[config.mk]
export PLATFORM = sky130hd
export DESIGN_NAME = stopwatch_ctrl
export DESIGN_NICKNAME = d
export VERILOG_FILES = /design/src/rtl/stopwatch_ctrl.sv
export SDC_FILE = /design/constraint.sdc
export NUM_CORES = 1
export LEC_CHECK = 0
export CAP_MARGIN = 25
export CORE_MARGIN = 1.5
export CORE_UTILIZATION = 63
export CTS_CLUSTER_SIZE = 28
export DETAILED_ROUTE_END_ITERATION = 8
export PLACE_DENSITY_LB_ADDON = 0.05
export SKIP_CTS_REPAIR_TIMING = 1
export SLEW_MARGIN = 10
export SYNTH_ARGS = -nofsm -noshare
export SYNTH_HDL_FRONTEND = slang
export SYNTH_SLANG_ARGS = --single-unit
[constraint.sdc]
create_clock -name clk -period 3.5 [get_ports clk]
set_input_delay 0.35 -clock clk [delete_from_list [all_inputs] [get_ports clk]]
set_output_delay 0.35 -clock clk [all_outputs]
set_load 0.02 [all_outputs]
[src/rtl/stopwatch_ctrl.sv]
// -----------------------------------------------------------------------------
// stopwatch_ctrl
//
// Front-end control for a stopwatch. It sits directly upstream of the seconds
// counter. The block does the following:
//   * It passes each raw button through a 2-flop synchroniser. It can also
//     debounce the button, then it edge-detects the accepted level. The result
//     is a one-cycle press pulse.
//   * It runs an IDLE / RUNNING / PAUSED state machine from those presses.
//   * It prescales clk into a one-cycle-per-second tick_en while RUNNING. The
//     partial second is kept across a pause.
//   * It emits a one-cycle count_clr when the reset button is pressed. The top
//     level folds it into the counter reset: counter rst_n = rst_n & ~count_clr.
//
// Build option:
//   STOPWATCH_CTRL_DEBOUNCE_EN - when defined, the accepted button level only
//   changes after DEBOUNCE_CYCLES consecutive cycles of disagreement with the
//   synchronised level. When undefined, the accepted level is the synchroniser
//   output, no debounce counters exist, and DEBOUNCE_CYCLES is ignored.
//
// Parameters:
//   TICK_DIV         clk cycles per tick_en pulse (>= 1)
//   DEBOUNCE_CYCLES  stable cycles before a button level is accepted (>= 1)
//
// Ports:
//   clk        in   clock
//   rst_n      in   synchronous, active-low reset
//   btn_start  in   raw start/stop button, asynchronous, active-high
//   btn_reset  in   raw reset button, asynchronous, active-high
//   tick_en    out  one-cycle pulse per elapsed second while RUNNING
//   count_clr  out  one-cycle clear pulse, the cycle after a reset press
//   running    out  1 while the state is RUNNING
//   paused     out  1 while the state is PAUSED
// -----------------------------------------------------------------------------
module stopwatch_ctrl #(
    parameter int TICK_DIV        = 100_000_000,
    parameter int DEBOUNCE_CYCLES = 1_000_000
) (
    input  logic clk,
    input  logic rst_n,
    input  logic btn_start,
    input  logic btn_reset,
    output logic tick_en,
    output logic count_clr,
    output logic running,
    output logic paused
);

    localparam int PRESC_W = (TICK_DIV > 1) ? $clog2(TICK_DIV) : 1;
    localparam logic [PRESC_W-1:0] PRESC_LAST = PRESC_W'(TICK_DIV - 1);

    typedef enum logic [1:0] {
        IDLE    = 2'b00,
        RUNNING = 2'b01,
        PAUSED  = 2'b10,
        ILLEGAL = 2'b11
    } state_t;

    generate
        if (TICK_DIV < 1 || DEBOUNCE_CYCLES < 1) begin : g_param_check
            $error("stopwatch_ctrl: TICK_DIV and DEBOUNCE_CYCLES must be >= 1");
        end
    endgenerate

    // Both buttons share one pipeline: bit 0 = start/stop, bit 1 = reset.
    logic [1:0]         btn_meta_p0;
    logic [1:0]         btn_sync_p1;
    logic [1:0]         btn_lvl;
    logic [1:0]         btn_prev;
    logic [1:0]         press_p3;
    logic               ss_press;
    logic               rst_press;
    state_t             state;
    state_t             state_nxt;
    logic [PRESC_W-1:0] presc;

    // ---- stage 0/1: two-flop synchroniser --------------------------------
    always_ff @(posedge clk) begin
        if (!rst_n) begin
            btn_meta_p0 <= '0;
            btn_sync_p1 <= '0;
        end else begin
            btn_meta_p0 <= {btn_reset, btn_start};
            btn_sync_p1 <= btn_meta_p0;
        end
    end

    // ---- stage 2: accepted level -----------------------------------------
`ifdef STOPWATCH_CTRL_DEBOUNCE_EN
    localparam int DB_W = (DEBOUNCE_CYCLES > 1) ? $clog2(DEBOUNCE_CYCLES) : 1;
    localparam logic [DB_W-1:0] DB_LAST = DB_W'(DEBOUNCE_CYCLES - 1);

    logic [DB_W-1:0] db_cnt [2];
    logic [1:0]      btn_lvl_p2;

    // The counter measures how long the synchronised level has disagreed
    // with the accepted level. Any cycle of agreement restarts it. Because
    // the counter is cleared by rst_n, a partial history seen before a reset
    // can never complete and cannot produce a press.
    always_ff @(posedge clk) begin
        if (!rst_n) begin
            btn_lvl_p2 <= '0;
            db_cnt[0]  <= '0;
            db_cnt[1]  <= '0;
        end else begin
            for (int i = 0; i < 2; i++) begin
                if (btn_sync_p1[i] == btn_lvl_p2[i]) begin
                    db_cnt[i] <= '0;
                end else if (db_cnt[i] == DB_LAST) begin
                    btn_lvl_p2[i] <= btn_sync_p1[i];
                    db_cnt[i]     <= '0;
                end else begin
                    db_cnt[i] <= db_cnt[i] + 1'b1;
                end
            end
        end
    end

    assign btn_lvl = btn_lvl_p2;
`else
    assign btn_lvl = btn_sync_p1;
`endif

    // ---- stage 3: rising-edge detect -------------------------------------
    // A held button gives exactly one pulse. It re-arms only after the
    // accepted level has returned to 0.
    always_ff @(posedge clk) begin
        if (!rst_n) begin
            btn_prev <= '0;
            press_p3 <= '0;
        end else begin
            btn_prev <= btn_lvl;
            press_p3 <= btn_lvl & ~btn_prev;
        end
    end

    assign ss_press  = press_p3[0];
    assign rst_press = press_p3[1];

    // ---- stage 4: state machine ------------------------------------------
    always_ff @(posedge clk) begin
        if (!rst_n) begin
            state   <= IDLE;
            running <= 1'b0;
            paused  <= 1'b0;
        end else begin
            state   <= state_nxt;
            running <= (state_nxt == RUNNING);
            paused  <= (state_nxt == PAUSED);
        end
    end

    always_comb begin
        state_nxt = state;
        case (state)
            IDLE:    if (ss_press) state_nxt = RUNNING;
            RUNNING: if (ss_press) state_nxt = PAUSED;
            PAUSED:  if (ss_press) state_nxt = RUNNING;
            default: state_nxt = IDLE;
        endcase
        // The reset button wins over a start/stop press in the same cycle.
        if (rst_press) begin
            state_nxt = IDLE;
        end
    end

    // ---- stage 4: prescaler and registered pulses ------------------------
    // The prescaler advances only in RUNNING and simply holds in PAUSED. This
    // is what carries the partial second across a pause.
    always_ff @(posedge clk) begin
        if (!rst_n) begin
            presc <= '0;
        end else if (rst_press) begin
            presc <= '0;
        end else begin
            case (state)
                RUNNING: presc <= (presc == PRESC_LAST) ? '0 : presc + 1'b1;
                PAUSED:  presc <= presc;
                default: presc <= '0;
            endcase
        end
    end

    // The tick still fires when its boundary lines up with a start/stop press,
    // because that second did complete. It is suppressed under a reset press,
    // so tick_en and count_clr are never high in the same cycle.
    always_ff @(posedge clk) begin
        if (!rst_n) begin
            tick_en   <= 1'b0;
            count_clr <= 1'b0;
        end else begin
            tick_en   <= (state == RUNNING) && (presc == PRESC_LAST) && !rst_press;
            count_clr <= rst_press;
        end
    end

endmodule
==> flow_summary.json <==
{
  "status": "completed",
  "rsz0062_at_grt": "no",
  "synthArstFlopShare_pct": 0,
  "yosys.area.top_type_share_pct": 44.2,
  "final_common_cell": "dfxtp_1",
  "grt_overflow_total": 0,
  "syn_avg_cell_area_um2": 9.15,
  "grt_pass1_vias": 1479,
  "cts_buffer_depth": 2,
  "irDropWorstVdd_mv": 0.374,
  "placed_cells": 235,
  "globalplace.congestion": 0.852,
  "syn_area_um2": 1860,
  "firstDrtPassIters": 4,
  "clock_sinks": 41,
  "grt_max_degree": 27,
  "finalCriticalPeriod_ns": 2.34,
  "drt-initial-drc-count": 75,
  "start_kind": "register",
  "dpl.hpwl_um": 2600,
  "period_share_pct": 66.8,
  "mostFrequentLayoutCells": "dfxtp_1 (41), nor2_1 (23), nand3_1 (15)",
  "via_per_inst": 6.25,
  "fp.dieH_um": 57.3,
  "wl_per_cell_um": 15.2,
  "port_buffers": 7,
  "totalPowerFinal_uw": 819,
  "finalMaxSlewViolations": 0,
  "synthFlopType": "dfxtp_1",
  "max_slew_margin_pct": 50.3,
  "tritoncts": "done",
  "synth_warnings": 0,
  "antennaDiodeCount": 0,
  "finalNonFillerCells": 244,
  "track_usage_pct": 25.7,
  "htreeDepth": 2,
  "setup_viol": 0,
  "worstSkewPairLatency_ns": 0.35,
  "grt_pass1_wl_um": 6470,
  "hold_viol": 0,
  "num-fill-cells": 233,
  "drv_cap": 0,
  "p_leak_nw": 0.654,
  "nNetsFinal": 217,
  "area_delta_synth_final_pct": 8.96,
  "cts-root-buf": "clkbuf_4",
  "hp-class": "reg2reg",
  "synth_edf_count": 0,
  "powerDensity_nw_per_um2": 405,
  "fin_setup_tns_ns": 0,
  "final_layout_size_suffix_gt1_share_pct": 9.39,
  "die_area_um2": 3280,
  "critPathMaxFanout": 20,
  "start_util_pct": 66.8,
  "fin_skew_ns": 0.00339,
  "fmax_mhz": 428,
  "drcViolationCount": 0,
  "seq_area_frac_synth_pct": 44.2,
  "antenna_found_initial": 0,
  "drtAntennaViolNets": 0,
  "crit_required_ns": 3.74,
  "netlist_instances": 203,
  "die_w_um": 57.3,
  "worst_pin_slew_ns": 0.739,
  "synthTopCellsByArea": "dfxtp_1 (44%), nor2_1 (4.6%), nand3_1 (4.0%)",
  "ios": 8,
  "vias": 1526,
  "multi_input_area_um2": 982,
  "path_clk_slew_ns": 0.12,
  "path_class": "reg2reg",
  "seq_area_um2": 821,
  "fp-row-count": 19,
  "ys_types": 44,
  "synth_nets": 208,
  "numCtsBuffers": 5,
  "end_kind": "register",
  "drt_wl_total_um": 3720,
  "core_area_um2": 2780,
  "cp.arrival_ns": 2.58,
  "yosys.area.top_type": "dfxtp_1",
  "ys_seq_elements": 41
}
==> worst paths after layout <==
path | startpoint | end | slack [ns] | cells after the start
min | btn_prev[0] | press_p3[0] | 0.39 | 1
max | presc[0] | presc[6] | 1.16 | 7
max reg2reg | presc[0] | presc[6] | 1.16 | 7
min reg2reg | btn_prev[0] | press_p3[0] | 0.39 | 1
==> cell families after synthesis <==
kind of cell	synth area share [%]
adder cells (fa/ha/maj)	0.674
AO/OA/AOI/OAI	11.9
multiplexers	2.76
buffers and inverters	2.90
flip-flops	44.2
XOR/XNOR	4.24
AND/OR/NAND/NOR	33.4
==> worst max-delay path: stages (launching register included) <==
cell and delay [ns]:
dfxtp_1 0.42, ha_1 0.26, nand3_1 0.13, nor4_1 0.55, a21oi_2 0.22, buf_6 0.21, nor2_2 0.32, nor2_1 0.11
==> cell usage after synthesis (4+ instances only) <==
cell and count:
or2b_1 4, o21ai_0 4, and2_1 7, xnor2_1 5, nand4_1 8, dfxtp_1 41, nor2b_1 7, xor2_1 4
a21oi_1 12, nor3_1 4, mux2i_1 4, and3_1 5, a31oi_1 6, nor2_1 23, nand2_1 11, nand2b_1 4
nand3_1 15
==> state kept, by name (all words and copies together), names as in the netlist <==
signal,cells
btn_lvl,2
state,2
btn_meta_p0,2
count_clr,1
running,1
presc,27
press_p3,2
paused,1
btn_prev,2
tick_en,1
==> area by class of cell <==
class,count,share of cell area [%]
timing repair buffer,8,4.02
tap,31,1.92
multi-input combinational,153,48.5
clock inverter,2,1.86
sequential,41,40.6
inverter,3,0.557
clock buffer,6,2.54
==> through the flow <==
stage | cell area (µm²) | util [%] | setup WS [ns] | hold slack, ns
final | 2020 | 72.7 | 1.16 | 0.390
after global routing | 2020 | 72.7 | 0.924 | 0.403
after CTS | 2010 | 72.3 | 1.12 | 0.394
after detailed placement | 1920 | 69.1 | 0.952 | 0.375
after global placement | 1920 | 69.1 | 1.07 | 0.373
after floorplan | 1860 | - | 1.62 | 0.367
==> power breakdown <==
part / internal (mW) / switching [mW] / leakage (nW) / total, mW
sequential: 0.471 / 0.00222 / 0.332 / 0.474
combinational: 0.00941 / 0.0102 / 0.278 / 0.0196
clock: 0.170 / 0.156 / 0.0445 / 0.326
total: 0.650 / 0.169 / 0.654 / 0.819
==> per-layer routing <==
layer  vias to the layer above  share of wire (%)  global-route usage, %
li1                        757                  -                      -
met1                       720                 43                   30.4
met2                        43                 49                   44.3
met3                         6                6.0                   8.16
met4                         0                1.2                   8.31
met5                         -                  0                      0
Note: power is estimated with default switching activity, not from simulation.
